**src/rtl/inst_fetch.sv**
```systemverilog
// ============================================================================
// Module   : inst_fetch
// Purpose  : Instruction fetch stage. Owns the PC, issues word reads and
//            buffers returned words in an in-order FIFO for the decoder.
// Revision : 1.0
// ============================================================================
`default_nettype none

module inst_fetch #(
    parameter logic [31:0] cResetPc   = 32'h0000_0000,
    parameter int          cFifoDepth = 4
) (
    input  logic        iClk,
    input  logic        iRst,
    input  logic        iRedirect,
    input  logic [31:0] iRedirectPc,
    output logic        oMemReq,
    output logic [31:0] oMemAddr,
    input  logic        iMemGnt,
    input  logic        iMemRvalid,
    input  logic [31:0] iMemRdata,
    output logic        oValid,
    input  logic        iReady,
    output logic [31:0] oInst,
    output logic [31:0] oPc
);

    localparam int AW = (cFifoDepth > 1) ? $clog2(cFifoDepth) : 1;
    localparam int CW = AW + 1;
    localparam logic [CW:0] c_depth = (CW+1)'(cFifoDepth);

    localparam logic [0:0] S_RUN   = 1'b0;
    localparam logic [0:0] S_DRAIN = 1'b1;

    logic [0:0]    state;
    logic [0:0]    state_nxt;
    logic [31:0]   pc;
    logic [CW-1:0] count;
    logic [CW-1:0] outstanding;
    logic [CW-1:0] outstanding_nxt;
    logic [CW:0]   occupancy;
    logic [AW-1:0] wr_ptr;
    logic [AW-1:0] rd_ptr;
    logic [AW-1:0] tag_wr;
    logic [AW-1:0] tag_rd;
    logic          grant;
    logic          resp;
    logic          push;
    logic          pop;

    logic [31:0] inst_q [cFifoDepth];
    logic [31:0] pc_q   [cFifoDepth];
    logic [31:0] tag_q  [cFifoDepth];

    assign occupancy       = {1'b0, count} + {1'b0, outstanding};
    assign grant           = oMemReq && iMemGnt;
    // A response with nothing outstanding is a protocol error and is ignored.
    assign resp            = iMemRvalid && (outstanding != '0);
    assign push            = resp && (state == S_RUN) && !iRedirect;
    assign pop             = oValid && iReady && !iRedirect;
    assign outstanding_nxt = outstanding + CW'(grant) - CW'(resp);

    always_ff @(posedge iClk or negedge iRst) begin
        if (!iRst) begin
            state <= S_RUN;
        end else begin
            state <= state_nxt;
        end
    end

    always_comb begin
        state_nxt = state;
        if (iRedirect) begin
            state_nxt = (outstanding_nxt != '0) ? S_DRAIN : S_RUN;
        end else if ((state == S_DRAIN) && (outstanding_nxt == '0)) begin
            state_nxt = S_RUN;
        end
    end

    always_comb begin
        oMemReq = (state == S_RUN) && !iRedirect && (occupancy < c_depth);
    end

    always_ff @(posedge iClk or negedge iRst) begin
        if (!iRst) begin
            pc          <= cResetPc;
            count       <= '0;
            outstanding <= '0;
            wr_ptr      <= '0;
            rd_ptr      <= '0;
            tag_wr      <= '0;
            tag_rd      <= '0;
        end else begin
            outstanding <= outstanding_nxt;
            if (grant) begin
                tag_wr <= tag_wr + AW'(1);
            end
            if (resp) begin
                tag_rd <= tag_rd + AW'(1);
            end
            if (iRedirect) begin
                pc     <= iRedirectPc & 32'hFFFF_FFFC;
                count  <= '0;
                wr_ptr <= '0;
                rd_ptr <= '0;
            end else begin
                if (grant) begin
                    pc <= pc + 32'd4;
                end
                count <= count + CW'(push) - CW'(pop);
                if (push) begin
                    wr_ptr <= wr_ptr + AW'(1);
                end
                if (pop) begin
                    rd_ptr <= rd_ptr + AW'(1);
                end
            end
        end
    end

    // Storage needs no reset: the head is only exposed while count is non-zero.
    always_ff @(posedge iClk) begin
        if (grant) begin
            tag_q[tag_wr] <= pc;
        end
        if (push) begin
            inst_q[wr_ptr] <= iMemRdata;
            pc_q[wr_ptr]   <= tag_q[tag_rd];
        end
    end

    assign oMemAddr = pc;
    assign oValid   = (count != '0);
    assign oInst    = oValid ? inst_q[rd_ptr] : 32'h0;
    assign oPc      = oValid ? pc_q[rd_ptr]   : 32'h0;

endmodule

`default_nettype wire

```
**config.mk**
```make
export PLATFORM = sky130hd
export DESIGN_NAME = inst_fetch
export DESIGN_NICKNAME = d
export VERILOG_FILES = /design/src/rtl/inst_fetch.sv
export SDC_FILE = /design/constraint.sdc
export NUM_CORES = 1
export LEC_CHECK = 0
export CORE_ASPECT_RATIO = 0.8
export CORE_MARGIN = 4
export CORE_UTILIZATION = 59
export CTS_BUF_LIST = sky130_fd_sc_hd__clkbuf_8
export CTS_CLUSTER_DIAMETER = 120
export DETAILED_ROUTE_END_ITERATION = 16
export GPL_ROUTABILITY_DRIVEN = 0
export PLACE_DENSITY = 0.92
export SLEW_MARGIN = 0
export SYNTH_ARGS = -nofsm -noshare
export SYNTH_HDL_FRONTEND = slang
export SYNTH_SLANG_ARGS = --single-unit
```
**constraint.sdc**
```tcl
create_clock -name iClk -period 3.3 [get_ports iClk]
set_input_delay 0.33 -clock iClk [delete_from_list [all_inputs] [get_ports iClk]]
set_output_delay 0.33 -clock iClk [all_outputs]
set_load 0.005 [all_outputs]
```
# [Word level (Yosys, flattened, before mapping)]
# Memory sizes are Yosys's and may differ from the RTL's.
# Index checks and enable logic that the tools add are counted.
[totals] regBits=47 latchBits=0 ram_bits=384 romBits=0 inputBits=70 out_inout_bits=98 elab_cells=57 mem_count=3
[classes] n_addsub=10 multipliers=0 n_div=0 magnitude_cmp=1 n_eq_ne=0 shift=0 mux=16 n_bitwise=1 reduce_logical=18
[memory_table] name="inst_q" words=4 word_bits=32 rd=1 rd_ports_with_merged_regs=0 wr=1 line_no="51" text="logic [31:0] inst_q [cFifoDepth];"
[memory_table] name="pc_q" words=4 word_bits=32 rd=1 rd_ports_with_merged_regs=0 wr=1 line_no="52" text="logic [31:0] pc_q [cFifoDepth];"
[memory_table] name="tag_q" words=4 word_bits=32 rd=1 rd_ports_with_merged_regs=0 wr=1 line_no="53" text="logic [31:0] tag_q [cFifoDepth];"
[op_table] operator="$mux W32" n=4
[op_table] operator="$add A32 B3 Y32 const B" n=1
[op_table] operator="$logic_and A1 B1 Y1" n=9
[op_table] operator="$reduce_bool A3 Y1" n=3
[op_table] operator="$add A2 B1 Y2 const B" n=4
[op_table] operator="$mux W2" n=4
[op_table] operator="$reduce_bool A2 Y1" n=4
[op_table] operator="$mux W1" n=7
[op_table] operator="$add A3 B1 Y3" n=2
[op_table] operator="$sub A3 B1 Y3" n=2
[op_table] operator="$add A3 B3 Y4" n=1
[op_table] operator="$lt A4 B3 Y1 const B" n=1
[op_table] operator="$logic_not A3 Y1" n=1
[op_table] operator="$mux W3" n=1
[op_table] operator="$logic_not A1 Y1" n=1
[op_table] operator="$not A1 Y1" n=1

# [Logic depth before layout (Yosys ltp)]
# Gate-level depths: netlist of run 1.
[logic_depth] depth_word=10 depth_mapped=12 mapped_depth_nobuf=11

# [Worst setup path before layout of run 1]
# No wires, ideal clock.
[synth_path] path_type="reg2reg" startpoint="register count[2]" endpoint="memory tag_q[0][10] (enable)" setup_time_ns=0.390 arrival_ns=2.326 t_required_ns=2.910 path_slack_ns=0.584 stages_incl_launch_ff=7 n_path_buf=2 synth_period_minus_slack_ns=2.716 path_cell_list="dfrtp_1 > ha_1 > nor3_1 > and4_1 > buf_6 > clkbuf_1 > and2_1"
[synth_between] elab_chain_len=6
[synth_lines] element="start: declaration" line_no="38" text="logic [CW-1:0] count;"
[synth_lines] element="start signal: assignment" line_no="110" text="count <= count + CW'(push) - CW'(pop);"
[synth_lines] element="$add A3 B3 Y4" line_no="55" text="assign occupancy = {1'b0, count} + {1'b0, outstanding};"
[synth_lines] element="$lt A4 B3 Y1" line_no="81" text="oMemReq = (state == S_RUN) && !iRedirect && (occupancy < c_depth);"
[synth_lines] element="$logic_and A1 B1 Y1" line_no="81"
[synth_lines] element="$logic_and A1 B1 Y1" line_no="56" text="assign grant = oMemReq && iMemGnt;"
[synth_lines] element="$mux W1" line_no="123" text="if (grant) begin"
[synth_lines] element="$mux W1 (implied by the code)" line_no="124" text="tag_q[tag_wr] <= pc;"
[synth_lines] element="end: declaration" line_no="53"
# No other way between the ends.

# [Final worst setup path of run 1]
[layout_path] startpoint="register rd_ptr[0]" endpoint="output oInst[18]"
[layout_between] elab_chain_len=2
[layout_lines] element="start: declaration" line_no="43" text="logic [AW-1:0] rd_ptr;"
[layout_lines] element="start signal: assignment" line_no="115" text="rd_ptr <= rd_ptr + AW'(1);"
[layout_lines] element="$mem_v2 Z4 W32"
[layout_lines] element="$mux W32" line_no="134" text="assign oInst = oValid ? inst_q[rd_ptr] : 32'h0;"
[layout_lines] element="end: declaration" line_no="24" text="output logic [31:0] oInst,"
# No other way between the ends.

==> reports/summary.txt, run 1 <==
Postcts setup bufs -> 0
Post-synth EDFFs -> 368
Status -> complete, no violations
CTS tree -> built
Worst r2r path cells -> 9
Cell count after synthesis -> 858
DP Wirelength -> 22.2 mm
Global-route wire length before repair -> 54.3 mm
Synth Flop Type -> edfxtp_1
Drt drc -> 0
WS Path Type -> flip-flop to output port
Lkg Pwr -> 6.62 nW
Simple-gate share of the synthesized area -> 0.0696
Vias -> 8951
Setup TNS -> 0 ps
Via/cell ratio -> 6.08
Worst rel slew slack -> 0.255
Final Slew Violations -> 0
FFs w/ async S/R, synth -> 0.109
Max incr delay on CP -> 710 ps
Multiplexer area fraction after synthesis -> 0.128
Peak VDD IR -> 439 uV
Antenna cells -> 0
Setup crit start kind -> flip-flop
Crit-path slowest cell -> dfrtp_4
Initial antenna violation count -> 1
WP data arrival -> 2800 ps
Fill count -> 1601
Fraction of the mapped netlist area in adder cells -> 0.0138
XOR/XNOR Fraction of Synth Area -> 0.00532
Final setup vio count -> 0
Synth Register Bits -> 413
Syn_area_per_cell -> 19.2 um^2
Layout cells sized above 1 -> 0.196
GRT Resource Usage Total -> 0.233
Largest family of logic cells by synthesized area -> multiplexers
# port buffers -> 161
Starting Density -> 0.602
Initial DRT Pass Iterations -> 7
R2r endpoint -> state$_DFFE_PN0P_
Synth Warn # -> 0
DIE AREA -> 30700 um^2
Antenna Nets Post-Route -> 0
Layout area overhead -> 19.9%
Synth top area cells -> edfxtp_1 67%, mux4_2 13%, dfrtp_1 6.8%
Crit path to -> oInst[18]
Fin crit period -> 3130 ps
P per Cell Area -> 706 nW/um^2
CP Max Fanout -> 27
Worst slew pin tran -> 1120 ps
Peak Freq -> 320 MHz
Critical path, cell by cell -> buf_12 -> mux4_2 -> and2_1 -> clkdlybuf4s50_1
I/O Pins -> 168
Min-delay worst type -> input port to flip-flop
Post-synthesis cell type count -> 50
Max-cap violations -> 0
Final layout net count -> 1154
Die Height -> 157 um
Final wirelength -> 35.0 mm
DIE WIDTH -> 195 um
RSZ-0062 raised after global routing -> no
Critical Path Source -> rd_ptr[0]$_DFFE_PN0P_
Final Cycle Share -> 0.947
R2r startpoint -> outstanding[1]$_DFF_PN0_
Clock Sinks -> 413
Hold WS -> 293 ps
Drt wl/cell -> 23.8 um
Synth cell count leaders -> 368 x edfxtp_1, 92 x mux4_2, 70 x and2_1
Synth Cell Area -> 16500 um^2
Seq/Total Area, Yosys -> 0.739
Clock buffer depth -> 3
WP data required -> 2970 ps
Core area -> 27400 um^2
CP Capture Type -> output port
Hold Violations, Final -> 0
Compound-gate portion of the synthesized area -> 0.0265
R2R setup slack -> 640 ps
Placed inst area -> 18700 um^2
Vias in the first global route -> 9190
Yosys top cell area share -> 0.671
CTS root buf -> clkbuf_8
Clock Pin Slew Worst Setup and Hold Paths -> 60 ps
Grt ovf -> 0
Initial drt markers -> 746
Latest clock arrival within the worst-skew pair -> 600 ps
Most common cell in the netlist -> edfxtp_1
Site Rows -> 54
Cell accounting for the most synthesized area -> edfxtp_1
Post-layout instance area -> 19800 um^2
Largest net degree at the start of global routing -> 65
Total CTS buffers -> 58
Skew final -> 30.4 ps
H-tree levels -> 2
## registers in the layout, summed over array words and instances, names as in the netlist
name,cells
rd_ptr,2
pc_q,120
tag_q,120
inst_q,128
tag_wr,2
wr_ptr,2
oMemAddr,30
tag_rd,2
state,1
count,3
outstanding,3
## worst max-delay path: cells and delay by family, from the launching register on
family        cells  cell delay (ps)
buf+inv           2              750
flops             1              710
mux               1              550
simple gates      1              190
## repair_timing
action,4_1_cts,5_1_grt
gates resized for setup,0,0
endpoints found under the hold margin,45,0
hold buffers,1,0
## per-layer routing
metal  global-route usage  routed length [um]
met4               0.0691                 906
met3               0.0522                3130
met1                0.336               14200
met5                    0                   7
met2                0.367               16700
## metrics by stage
step	worst slack, ps	utilization	std cells	power, W
3_5_place_dp	665	0.683	1370	0.0105
5_1_grt	16.3	0.722	1472	0.0146
3_3_place_gp	663	0.683	1370	0.0104
2_1_floorplan	584	-	861	0.00866
6_report	174	0.722	1472	0.0139
4_1_cts	89.8	0.722	1472	0.0141
## logic make-up (layout without fill, tap and decap cells)
| logic type | Yosys count | in the layout |
|---|---|---|
| xor gates and xnor gates | 10 | 10 |
| adders and majority gates | 17 | 17 |
| other | 1 | 4 |
| AOI/OAI and AO/OA | 64 | 64 |
| and+or+nand+nor | 192 | 192 |
| DFF | 413 | 413 |
| muxes | 95 | 95 |
| buffers and inverters | 66 | 313 |
## area by class of cell
cell class              count  area (um^2)  share of cell area
inverters                  20         75.1             0.00380
repair buffers            192         1970              0.0996
well taps                 364          455              0.0231
multi-input cells         382         4020               0.204
clock inverters            35          141             0.00716
flip-flops and latches    413        12200               0.617
clock buffers              66          908              0.0460
## where the power goes
group / total, W / leakage, nW / internal (W) / switching [W]
Sequential: 0.00660 / 3.87 / 0.00622 / 0.000380
Combinational: 0.00374 / 2.12 / 0.00211 / 0.00163
Clock: 0.00359 / 0.631 / 0.00181 / 0.00178
Total: 0.0139 / 6.62 / 0.0101 / 0.00379
## worst min path at each step
stage | from | to | slack [ps] | cells past startpoint
5_1_grt | iRedirectPc[22] | oMemAddr[22]$_DFFE_PN0N_ | 280 | 3
6_report | iRedirectPc[18] | oMemAddr[18]$_DFFE_PN0N_ | 290 | 3
4_1_cts | iRedirectPc[22] | oMemAddr[22]$_DFFE_PN0N_ | 260 | 3
3_3_place_gp | outstanding[0]$_DFF_PN0_ | outstanding[0]$_DFF_PN0_ | 560 | 1
2_1_floorplan | iRst | count[0]$_DFF_PN0_ | 30 | 0
3_5_place_dp | outstanding[0]$_DFF_PN0_ | outstanding[0]$_DFF_PN0_ | 580 | 1
## layout by cell type (no fill, tap or decap), types with 17 or more instances in the layout
cell             count
buf_4               20
clkbuf_8            66
dfrtp_1             42
and2_1              70
edfxtp_1           368
nand2_1             34
mux4_2              92
o21ai_0             19
inv_1               41
nor2_1              17
nand3_1             22
clkdlybuf4s50_1    160
Note: power is estimated with default switching activity, not from simulation.
==> run 2: changes to the inputs <==
- CAP_MARGIN: default -> 15
==> reports/summary.txt, run 2 (synthesis results as in run 1) <==
Layout cells sized above 1 -> 0.197
Site Rows -> 54
Final layout net count -> 1155
Switch share -> 0.272
Max-cap violations -> 0
CP Max Fanout -> 27
Most frequent cells in the layout -> 368 x edfxtp_1, 160 x clkdlybuf4s50_1, 92 x mux4_2
Largest net degree at the start of global routing -> 65
CTS root buf -> clkbuf_8
CP Capture Type -> output port
Crit path buf inv count -> 2
Postcts setup bufs -> 0
Placed inst area -> 18700 um^2
Clock buffer depth -> 3
DIE WIDTH -> 195 um
Status -> complete, no violations
# port buffers -> 161
Setup TNS -> 0 ps
I/O Pins -> 168
Antenna cells -> 0
Vias -> 8935
Part of the power in combinational logic -> 0.269
Via/cell ratio -> 6.07
Biggest register -> inst_q
Fin crit period -> 3130 ps
Commonest non-fill, non-tap cell in the layout -> edfxtp_1
Die Height -> 157 um
Lkg Pwr -> 6.63 nW
Setup crit start kind -> flip-flop
PostCTS Resize Cnt -> 0
Final Cycle Share -> 0.949
Final Slew Violations -> 0
Worst rel slew slack -> 0.425
Wire length on met2 -> 16.8 mm
Vias in the first global route -> 9190
Post-layout instance area -> 19800 um^2
Skew final -> 29.5 ps
Layout area overhead -> 20.0%
Clock Pin Slew Worst Setup and Hold Paths -> 70 ps
Max reg flops -> 128
Core area -> 27400 um^2
Fin util -> 0.723
Critical path, cell by cell -> buf_12 -> mux4_2 -> and2_1 -> clkdlybuf4s50_1
Power share of the sequential group -> 0.474
Largest regs -> inst_q (128), pc_q (120), tag_q (120)
CP Depth -> 4
Fill count -> 1598
Min-delay worst type -> input port to async pin
Initial drt markers -> 738
Antenna Nets Post-Route -> 0
Max incr delay on CP -> 720 ps
Initial antenna violation count -> 1
Peak Freq -> 319 MHz
CTS tree -> built
Met3 wire length -> 3.25 mm
Clk pwr share -> 0.258
Family with the most delay on the worst path -> buffers and inverters
P per Cell Area -> 705 nW/um^2
Clock Sinks -> 413
Final wirelength -> 35.0 mm
Net Switching -> 0.00379 W
Drt drc -> 0
Total CTS buffers -> 58
GRT Resource Usage Total -> 0.233
DIE AREA -> 30700 um^2
Cell Int Power -> 0.0101 W
DP Wirelength -> 22.2 mm
Drt wl/cell -> 23.8 um
M1 WL -> 14.1 mm
Global-route wire length before repair -> 54.3 mm
Top sig layer -> met5
Initial DRT Pass Iterations -> 5
Final setup vio count -> 0
H-tree levels -> 2
Crit-path slowest cell -> dfrtp_4
RSZ-0062 raised after global routing -> no
Worst r2r path cells -> 9
Starting Density -> 0.602
WP data arrival -> 2800 ps
Latest clock arrival within the worst-skew pair -> 600 ps
Worst slew pin tran -> 855 ps
Grt ovf -> 0
WS Path Type -> flip-flop to output port
Hold Violations, Final -> 0
Peak VDD IR -> 440 uV
WP data required -> 2970 ps
run 2: cell types whose count changed in the layout (fill, tap and decap cells not counted):
cell,before,now
buf_12,10,11
run 2: cell type report:
class | count | area, um^2 | share of cell area
clock buffers | 66 | 908 | 0.0459
clock inverters | 35 | 141 | 0.00715
inverters | 20 | 75.1 | 0.00380
multi-input cells | 382 | 4020 | 0.203
flip-flops and latches | 413 | 12200 | 0.616
well taps | 364 | 455 | 0.0230
repair buffers | 193 | 1990 | 0.100
run 2: metrics by stage:
step	worst slack, ps	hold slack, ps	total power, W	instances
finish	167	169	0.0139	1473
global route	16.3	180	0.0146	1473
CTS	89.8	263	0.0141	1472
detailed placement	665	577	0.0105	1370
global placement	663	556	0.0104	1370
floorplan	584	34.4	0.00866	861
run 2: repair_timing:
| item | CTS | global route |
|---|---|---|
| hold buffers | 1 | 0 |
| hold endpoints to repair | 45 | 0 |
| setup endpoints to repair | 0 | 0 |
run 2: layer usage:
layer	vias to the layer above	global-route usage
met2	464	0.367
met1	4547	0.336
met3	68	0.0522
met5	-	0
li1	3854	-
met4	2	0.0691
run 2: worst reg2reg max path: cells and delay by family (launching register included):
kind	cells	cell delay, ps
flops	1	420
fa+ha+maj	3	890
simple gates	2	220
compound gates	1	570
xor+xnor	1	150
buf+inv	2	290
run 2: path summary, 6_finish.rpt:
| check | startpoint | to | slack, ps |
|---|---|---|---|
| min reg2reg | outstanding[0]$_DFF_PN0_ | outstanding[0]$_DFF_PN0_ | 590 |
| max in group asynchronous | iRst | tag_rd[0]$_DFFE_PN0N_ | 2620 |
| min in group iClk | iRedirectPc[22] | oMemAddr[22]$_DFFE_PN0N_ | 290 |
| max | rd_ptr[0]$_DFFE_PN0P_ | oInst[18] | 170 |
| max reg2reg | outstanding[1]$_DFF_PN0_ | state$_DFFE_PN0P_ | 650 |
| min | iRst | outstanding[2]$_DFF_PN0_ | 170 |
run 2: power groups by stage:
stage	clock network [W]	logic [W]	registers (W)
after global routing	0.00392	0.00407	0.00664
after floorplan	0	0.00218	0.00648
after detailed placement	0	0.00380	0.00671
after CTS	0.00368	0.00382	0.00660
after global placement	0	0.00369	0.00667
final	0.00359	0.00374	0.00660
==> run 3: changes to the inputs <==
- ABC_CLOCK_PERIOD_IN_PS: default -> 3300
==> results of run 3 <==
No change in the layout: final DEF, timing and power equal those of run 2.
